[config.mk]
export PLATFORM = sky130hd
export DESIGN_NAME = opn_reg_writer
export DESIGN_NICKNAME = d
export VERILOG_FILES = /design/src/rtl/opn_reg_writer.sv
export SDC_FILE = /design/constraint.sdc
export NUM_CORES = 1
export LEC_CHECK = 0
export ABC_AREA = 1
export BUFFER_PORTS_ARGS = -buffer_cell sky130_fd_sc_hd__buf_2
export CAP_MARGIN = 40
export CORE_ASPECT_RATIO = 0.6
export CORE_MARGIN = 2
export CORE_UTILIZATION = 30
export CTS_CLUSTER_DIAMETER = 150
export DETAILED_ROUTE_END_ITERATION = 16
export SETUP_SLACK_MARGIN = 0.02
export SLEW_MARGIN = 15
export SYNTH_ARGS = -nofsm -noshare
export SYNTH_HDL_FRONTEND = slang
export SYNTH_SLANG_ARGS = --single-unit
[constraint.sdc]
create_clock -name clk_in -period 5.89 [get_ports clk_in]
set_input_delay 0.8835 -clock clk_in [delete_from_list [all_inputs] [get_ports clk_in]]
set_output_delay 0.8835 -clock clk_in [all_outputs]
set_load 0.02 [all_outputs]
[src/rtl/opn_reg_writer.sv]
// Queued register-write engine for the jt12 CPU bus: buffers (register, value)
// pairs and replays each as an address phase followed by a data phase.
module opn_reg_writer #(
  parameter int FIFO_DEPTH   = 8,
  parameter int GAP_CYCLES   = 478,
  parameter int USE_BUSY     = 1,
  parameter int BUSY_TIMEOUT = 4096
) (
  input  logic                        clk_in,
  input  logic                        rst,
  input  logic                        req_valid,
  output logic                        req_ready,
  input  logic [7:0]                  req_addr,
  input  logic [7:0]                  req_data,
  input  logic [7:0]                  dout_in,
  output logic [7:0]                  din,
  output logic                        addr,
  output logic                        cs_n,
  output logic                        wr_n,
  output logic                        active,
  output logic [$clog2(FIFO_DEPTH):0] fifo_count,
  output logic                        done_pulse,
  output logic                        busy_timeout
);
  localparam int AW = $clog2(FIFO_DEPTH);
  localparam int CW = AW + 1;
  localparam int TW = $clog2(BUSY_TIMEOUT + 1);
  localparam logic [15:0]   GAP_LOAD = (GAP_CYCLES > 0) ? 16'(GAP_CYCLES - 1) : 16'd0;
  localparam logic [TW-1:0] TO_LAST  = TW'(BUSY_TIMEOUT - 1);

  typedef enum logic [2:0] {
    IDLE  = 3'd0,
    BWAIT = 3'd1,
    A_WR  = 3'd2,
    A_REL = 3'd3,
    D_WR  = 3'd4,
    D_REL = 3'd5,
    GAP   = 3'd6
  } state_t;

  state_t          state;
  logic [7:0]      q_addr [FIFO_DEPTH];
  logic [7:0]      q_data [FIFO_DEPTH];
  logic [AW-1:0]   wr_ptr;
  logic [AW-1:0]   rd_ptr;
  logic            rdy_en;
  logic [7:0]      hold_addr;
  logic [7:0]      hold_data;
  logic [15:0]     gap_cnt;
  logic [TW-1:0]   bw_cnt;
  logic            full;
  logic            push;
  logic            pop;

  // req_ready stays low through reset and comes up on the first clock after it.
  assign full      = (fifo_count == CW'(FIFO_DEPTH));
  assign req_ready = rdy_en && !full;
  assign push      = req_valid && req_ready;
  assign pop       = (state == IDLE) && (fifo_count != '0);
  assign active    = (state != IDLE) || (fifo_count != '0);

  always_ff @(posedge clk_in or posedge rst) begin
    if (rst) begin
      wr_ptr     <= '0;
      rd_ptr     <= '0;
      fifo_count <= '0;
      rdy_en     <= 1'b0;
    end else begin
      rdy_en <= 1'b1;
      if (push) wr_ptr <= wr_ptr + AW'(1);
      if (pop)  rd_ptr <= rd_ptr + AW'(1);
      case ({push, pop})
        2'b10:   fifo_count <= fifo_count + CW'(1);
        2'b01:   fifo_count <= fifo_count - CW'(1);
        default: fifo_count <= fifo_count;
      endcase
    end
  end

  always_ff @(posedge clk_in) begin
    if (push) begin
      q_addr[wr_ptr] <= req_addr;
      q_data[wr_ptr] <= req_data;
    end
    if (pop) begin
      hold_addr <= q_addr[rd_ptr];
      hold_data <= q_data[rd_ptr];
    end
  end

  always_ff @(posedge clk_in or posedge rst) begin
    if (rst) begin
      state        <= IDLE;
      gap_cnt      <= '0;
      bw_cnt       <= '0;
      busy_timeout <= 1'b0;
    end else begin
      case (state)
        IDLE: begin
          if (pop) begin
            state  <= (USE_BUSY != 0) ? BWAIT : A_WR;
            bw_cnt <= '0;
          end
        end
        BWAIT: begin
          // A clear busy bit wins over a timeout landing on the same cycle.
          if (!dout_in[7]) begin
            state <= A_WR;
          end else if (bw_cnt == TO_LAST) begin
            busy_timeout <= 1'b1;
            state        <= A_WR;
          end else begin
            bw_cnt <= bw_cnt + TW'(1);
          end
        end
        A_WR:  state <= A_REL;
        A_REL: state <= D_WR;
        D_WR:  state <= D_REL;
        D_REL: begin
          if (GAP_CYCLES > 0) begin
            state   <= GAP;
            gap_cnt <= GAP_LOAD;
          end else begin
            state <= IDLE;
          end
        end
        GAP: begin
          if (gap_cnt == 16'd0) state <= IDLE;
          else                  gap_cnt <= gap_cnt - 16'd1;
        end
        default: state <= IDLE;
      endcase
    end
  end

  // Bus pins are a registered decode of the state, one cycle behind it.
  always_ff @(posedge clk_in or posedge rst) begin
    if (rst) begin
      din        <= 8'h00;
      addr       <= 1'b0;
      cs_n       <= 1'b1;
      wr_n       <= 1'b1;
      done_pulse <= 1'b0;
    end else begin
      addr       <= 1'b0;
      cs_n       <= 1'b1;
      wr_n       <= 1'b1;
      done_pulse <= 1'b0;
      case (state)
        A_WR: begin
          cs_n <= 1'b0;
          wr_n <= 1'b0;
          din  <= hold_addr;
        end
        A_REL: cs_n <= 1'b0;
        D_WR: begin
          cs_n <= 1'b0;
          wr_n <= 1'b0;
          addr <= 1'b1;
          din  <= hold_data;
        end
        D_REL: begin
          cs_n       <= 1'b0;
          done_pulse <= 1'b1;
        end
        default: din <= din;
      endcase
    end
  end

endmodule

# After elaboration in Yosys (flattened, before gate mapping)
# Memory sizes are Yosys's and may differ from the RTL's. A register that Yosys moved wholly into a read port is not among the register bits.
# Cells that the tools add are included.
[totals]
register_bits = 56
mem_bits_rw = 128
elab_cells = 75
n_memories = 2
[mem_list]
columns = ["name", "words", "width", "rd", "rd_ports_with_merged_regs", "wr", "line_no", "text"]
rows = [
  ["q_addr", 8, 8, 1, 1, 1, "42", "logic [7:0] q_addr [FIFO_DEPTH];"],
  ["q_data", 8, 8, 1, 1, 1, "43", "logic [7:0] q_data [FIFO_DEPTH];"],
]
[op_classes]
add_sub_neg = 6
n_eq_ne = 16
n_mux = 19
reduce_logical = 19
[ops]
columns = ["op", "n"]
rows = [
  ["13-bit 2-to-1 mux", 3],
  ["16-bit case mux with 2 select lines", 1],
  ["13-bit case mux with 2 select lines", 1],
  ["3-bit case mux with 7 select lines", 1],
  ["16-bit logical NOT", 1],
  ["16-bit 2-to-1 mux", 1],
  ["8-bit case mux with 2 select lines", 1],
  ["16-bit by 1-bit subtractor with 16-bit output, second input constant", 1],
  ["13-bit by 1-bit adder with 13-bit output, second input constant", 1],
  ["13-bit by 12-bit equality test with 1-bit output, second input constant", 1],
  ["3-bit 2-to-1 mux", 4],
  ["2-bit inequality test, second input constant", 5],
  ["3-bit equality test, second input constant", 3],
  ["4-bit case mux with 2 select lines", 1],
  ["2-bit nonzero test", 4],
  ["3-bit by 1-bit adder with 3-bit output, second input constant", 2],
  ["3-bit by 2-bit equality test with 1-bit output, second input constant", 2],
  ["1-bit 2-to-1 mux", 6],
  ["3-bit AND reduction", 2],
  ["4-bit by 1-bit adder with 4-bit output, second input constant", 1],
  ["4-bit equality test, second input constant", 1],
  ["4-bit AND reduction", 1],
  ["4-bit nonzero test", 1],
  ["4-bit OR reduction", 1],
  ["12 further kinds", 14],
]

# Longest topological paths before layout
[logic_depth]
depth_word = 6
depth_mapped = 11
depth_no_buf = 11

# Worst setup path after synthesis
# OpenSTA, ideal clock, no wires.
[synth_path]
kind = "reg-to-reg"
start = "register fifo_count[2]"
end = "memory q_addr[0][0] (enable)"
t_arrival_ns = 2.180
required_time_ns = 5.502
setup_slack_ns = 3.322
path_stages_with_launch = 6
n_path_buf = 0
synth_period_minus_slack_ns = 2.568
cell_sequence = "dfrtp_1 inv_1 a31oi_2 nand2_1 or2_1 nor2_1"
[synth_via]
elab_chain_len = 6
[synth_lines]
columns = ["item", "line_no", "text"]
rows = [
  ["from (decl)", "21", "output logic [$clog2(FIFO_DEPTH):0] fifo_count,"],
  ["from (signal assigned)", "73", "2'b10: fifo_count <= fifo_count + CW'(1);"],
  ["from (signal assigned)", "74", "2'b01: fifo_count <= fifo_count - CW'(1);"],
  ["from (signal assigned)", "75", "default: fifo_count <= fifo_count;"],
  ["4-bit equality test", "56", "assign full = (fifo_count == CW'(FIFO_DEPTH));"],
  ["1-bit logical NOT", "57", "assign req_ready = rdy_en && !full;"],
  ["1-bit logical AND", "57", ""],
  ["named net req_ready", "12", "output logic req_ready,"],
  ["1-bit logical AND", "58", "assign push = req_valid && req_ready;"],
  ["1-bit 2-to-1 mux", "81", "if (push) begin"],
  ["1-bit 2-to-1 mux (implied by the code)", "82", "q_addr[wr_ptr] <= req_addr;"],
  ["to (decl)", "42", ""],
]
# The timed path passes the listed nets, and every way through them passes these cells.

# Final worst setup path
[layout_path]
start = "register fifo_count[0]"
end = "output port active"
[layout_via]
elab_chain_len = 2
[layout_lines]
columns = ["item", "line_no", "text"]
rows = [
  ["4-bit nonzero test", "60", "assign active = (state != IDLE) || (fifo_count != '0);"],
  ["1-bit logical OR", "60", ""],
  ["to (decl)", "20", "output logic active,"],
]
# No other way between the ends.

==> metrics.txt <==
hold buffer count at cts=0; critical path's largest stage delay=460 ps; Reg2Reg Depth=11; worst setup path startpoint=fifo_count[0]; Rel. slew slack=49.0%; Slew Limit Fails=0; clk buf depth=2; Synth cell types=35; hold wc startpoint=hold_addr[1]; die footprint=30400 µm²; Synth top area share=49.7%; clock skew=12.0 ps; FF-to-FF End=fifo_count[2]; post-CTS repair timing setup buffer count=0; drt drc=0; vias=5797; Synth Area in Compound Gates=under 10%; Post-Syn Area per Cell=10.3 µm²; max-cap violations=0; root buffer cell=clkbuf_16; Tot Pwr=0.00451 W; Die W=224 µm; Peak supply drop=0.227 mV; port bufs=38; Ant. Diodes=0; Critical Path, Cell by Cell=nor2_1 -> nand3_1 -> nor2_1 -> inv_1 -> buf_2; setup tns final=0 ps; RSZ-0062 raised after global routing=false; Hold Path Class=reg2reg; area share of xor/xnor cells in the synthesized design=1.01%; Critical Path RT=5010 ps; hold path cells=2; first-pass GRT wire length=30600 µm; initial DRC count=417; row count=48; async set-reset flop share out of synthesis=28.0%; CP top delay family=simple AND/OR/NAND/NOR gates; CP endpoint kind=output port; hold path endpoint=din[1]; clk slew on worst S/H paths=70 ps; Hold Vio Cnt, Final=0; layout cell share with drive strength beyond 1=11.7%; worst-margin pin slew=764 ps; # nets final=922; top cells by area, synth=edfxtp_1 50%, dfrtp_1 16%, nand2_1 8.1%; predominant post-synthesis flop cell=edfxtp_1; H-tree depth=4; post-synthesis simple-gate area fraction=20.0%; Post-Syn Area=around 8700 µm²; core area=28600 µm²; CTS tree=yes; R2R setup slack=3410 ps; Worst Path Arrival=~1800 ps; WL final=19200 µm; Setup CP Type=reg2out; post-synth top area cell=edfxtp_1; vias per inst=4.55; post-CTS sizing=0; CTS sink cnt=200; area added between synthesis and finish=14.3%; synth cell count leaders=187 x nand2_1, 147 x nor2_1, 144 x edfxtp_1; critical path's slowest cell=dfrtp_1; Final HPWL DP=12500 µm; final setup violation count=0; die height=approximately 140 µm; Synthesis Warnings=0; adder-cell share of the synthesized area=1.44%; Final period util=46.3%; syn_nets=878; pin count of the biggest net entering global routing=67; post-synthesis mux area share=0%; largest family of logic cells by synthesized area=simple AND/OR/NAND/NOR gates; Clk Latency, worst-skew pair=440 ps; vias in the first global route=between 5000 and 6000; cell mode on critical path=nor2_1; PwrDens=454 nW/µm²; Seq/Total Area, Yosys=65.8%; #FFs+latches synth=200; CP startpoint kind=flip-flop; GPL Wtd Cong=0.825; fmax=367 MHz; post-route ant nets=0; initial core utilization=between 30% and 40%; synthesized instance count=841; crit-path max FO=6; DRT Pass-1 Iters=4; RR Startpoint=fifo_count[0]; Ports=46; Post-synth EDFFs=144; count leader, synth=nand2_1; min cycle time layout=2730 ps; LEAKAGE=3.77 nW; Overflow after GRT=0; CTS Buf Count=17; count of buffer and inverter cells on the critical path=2; outcome=complete, no violations; Avg WL per Cell=15.1 µm; global-route usage over all layers=about an eighth; initial antenna violation count=0
cells by family after synthesis:
| logic type | after synthesis |
|---|---|
| adder cells (fa/ha/maj) | 10 |
| AND/OR/NAND/NOR | 416 |
| flip-flops | 200 |
| AO/OA/AOI/OAI | 132 |
| buffers and inverters | 72 |
| other | 1 |
| XOR/XNOR | 10 |
tightest hold or removal path: stages, from the launching register on:
cell	delay, ps
edfxtp_1	330
nand2_1	50
nand3_1	70
power breakdown:
part           switching (W)  internal (W)  total (W)
Clock               0.000504      0.000642    0.00115
Sequential          0.000153       0.00179    0.00195
Combinational        0.00100      0.000417    0.00142
metal layers:
metal	share of wire [%]	vias up	wire length (µm)	GRT usage (%)
li1	-	2953	-	-
met2	40	125	7790	18.5
met1	53	2699	10300	20.2
met4	1.6	0	310	4.33
met5	0	-	0	0
met3	4.4	20	847	2.64
how the worst max path moves through the flow:
stage                    endpoint  slack (ps)  depth (start not counted)
floorplan            q_addr[0][0]        3320                          5
global placement     q_addr[0][7]        3120                          4
detailed placement  fifo_count[2]        3380                         11
CTS                        active        3110                          5
global route               active        2960                          5
finish                     active        3160                          5
flip-flops by register name, summed over array words and instances, names as in the netlist:
signal and count:
addr 1, state 3, hold_data 8, gap_cnt 16, bw_cnt 13, cs_n 1, fifo_count 4, hold_addr 8
wr_ptr 3, done_pulse 1, rdy_en 1, q_data 64, q_addr 64, din 8, busy_timeout 1, wr_n 1
rd_ptr 3
placed cells by master, fill, tap and decap left out, types with 3 or more instances in the layout:
master / n
a21oi_1: 20
a31oi_1: 16
buf_2: 38
buf_4: 10
buf_8: 3
clkbuf_1: 3
clkbuf_16: 17
clkinv_1: 8
dfrtp_1: 53
edfxtp_1: 144
ha_1: 10
inv_1: 37
inv_2: 5
nand2_1: 187
nand2_2: 4
nand3_1: 49
nand3b_1: 7
nand4_1: 8
nor2_1: 142
nor2_2: 5
nor2_4: 4
nor3_1: 4
o21ai_0: 83
o21ai_1: 6
xor2_1: 9
per-stage QoR:
stage               cell area [µm²]  hold WS (ps)  instances  setup slack, ps  util, %
floorplan                      8700           442        841             3320        -
global placement               9310           461       1237             3120     32.5
detailed placement             9380           464       1241             3380     32.7
CTS                            9940           481       1273             3110     34.7
global route                   9940           491       1273             2960     34.7
finish                         9940           482       1273             3160     34.7
layout make-up:
type / count / area, µm²
fill: 2783 / 18700
sequential: 200 / 5730
multi-input combinational: 569 / 2680
tap: 375 / 469
clock buffer: 22 / 464
timing repair buffer: 52 / 330
inverter: 45 / 169
clock inverter: 10 / 103
No activity file was read; power rests on OpenSTA's default activity.
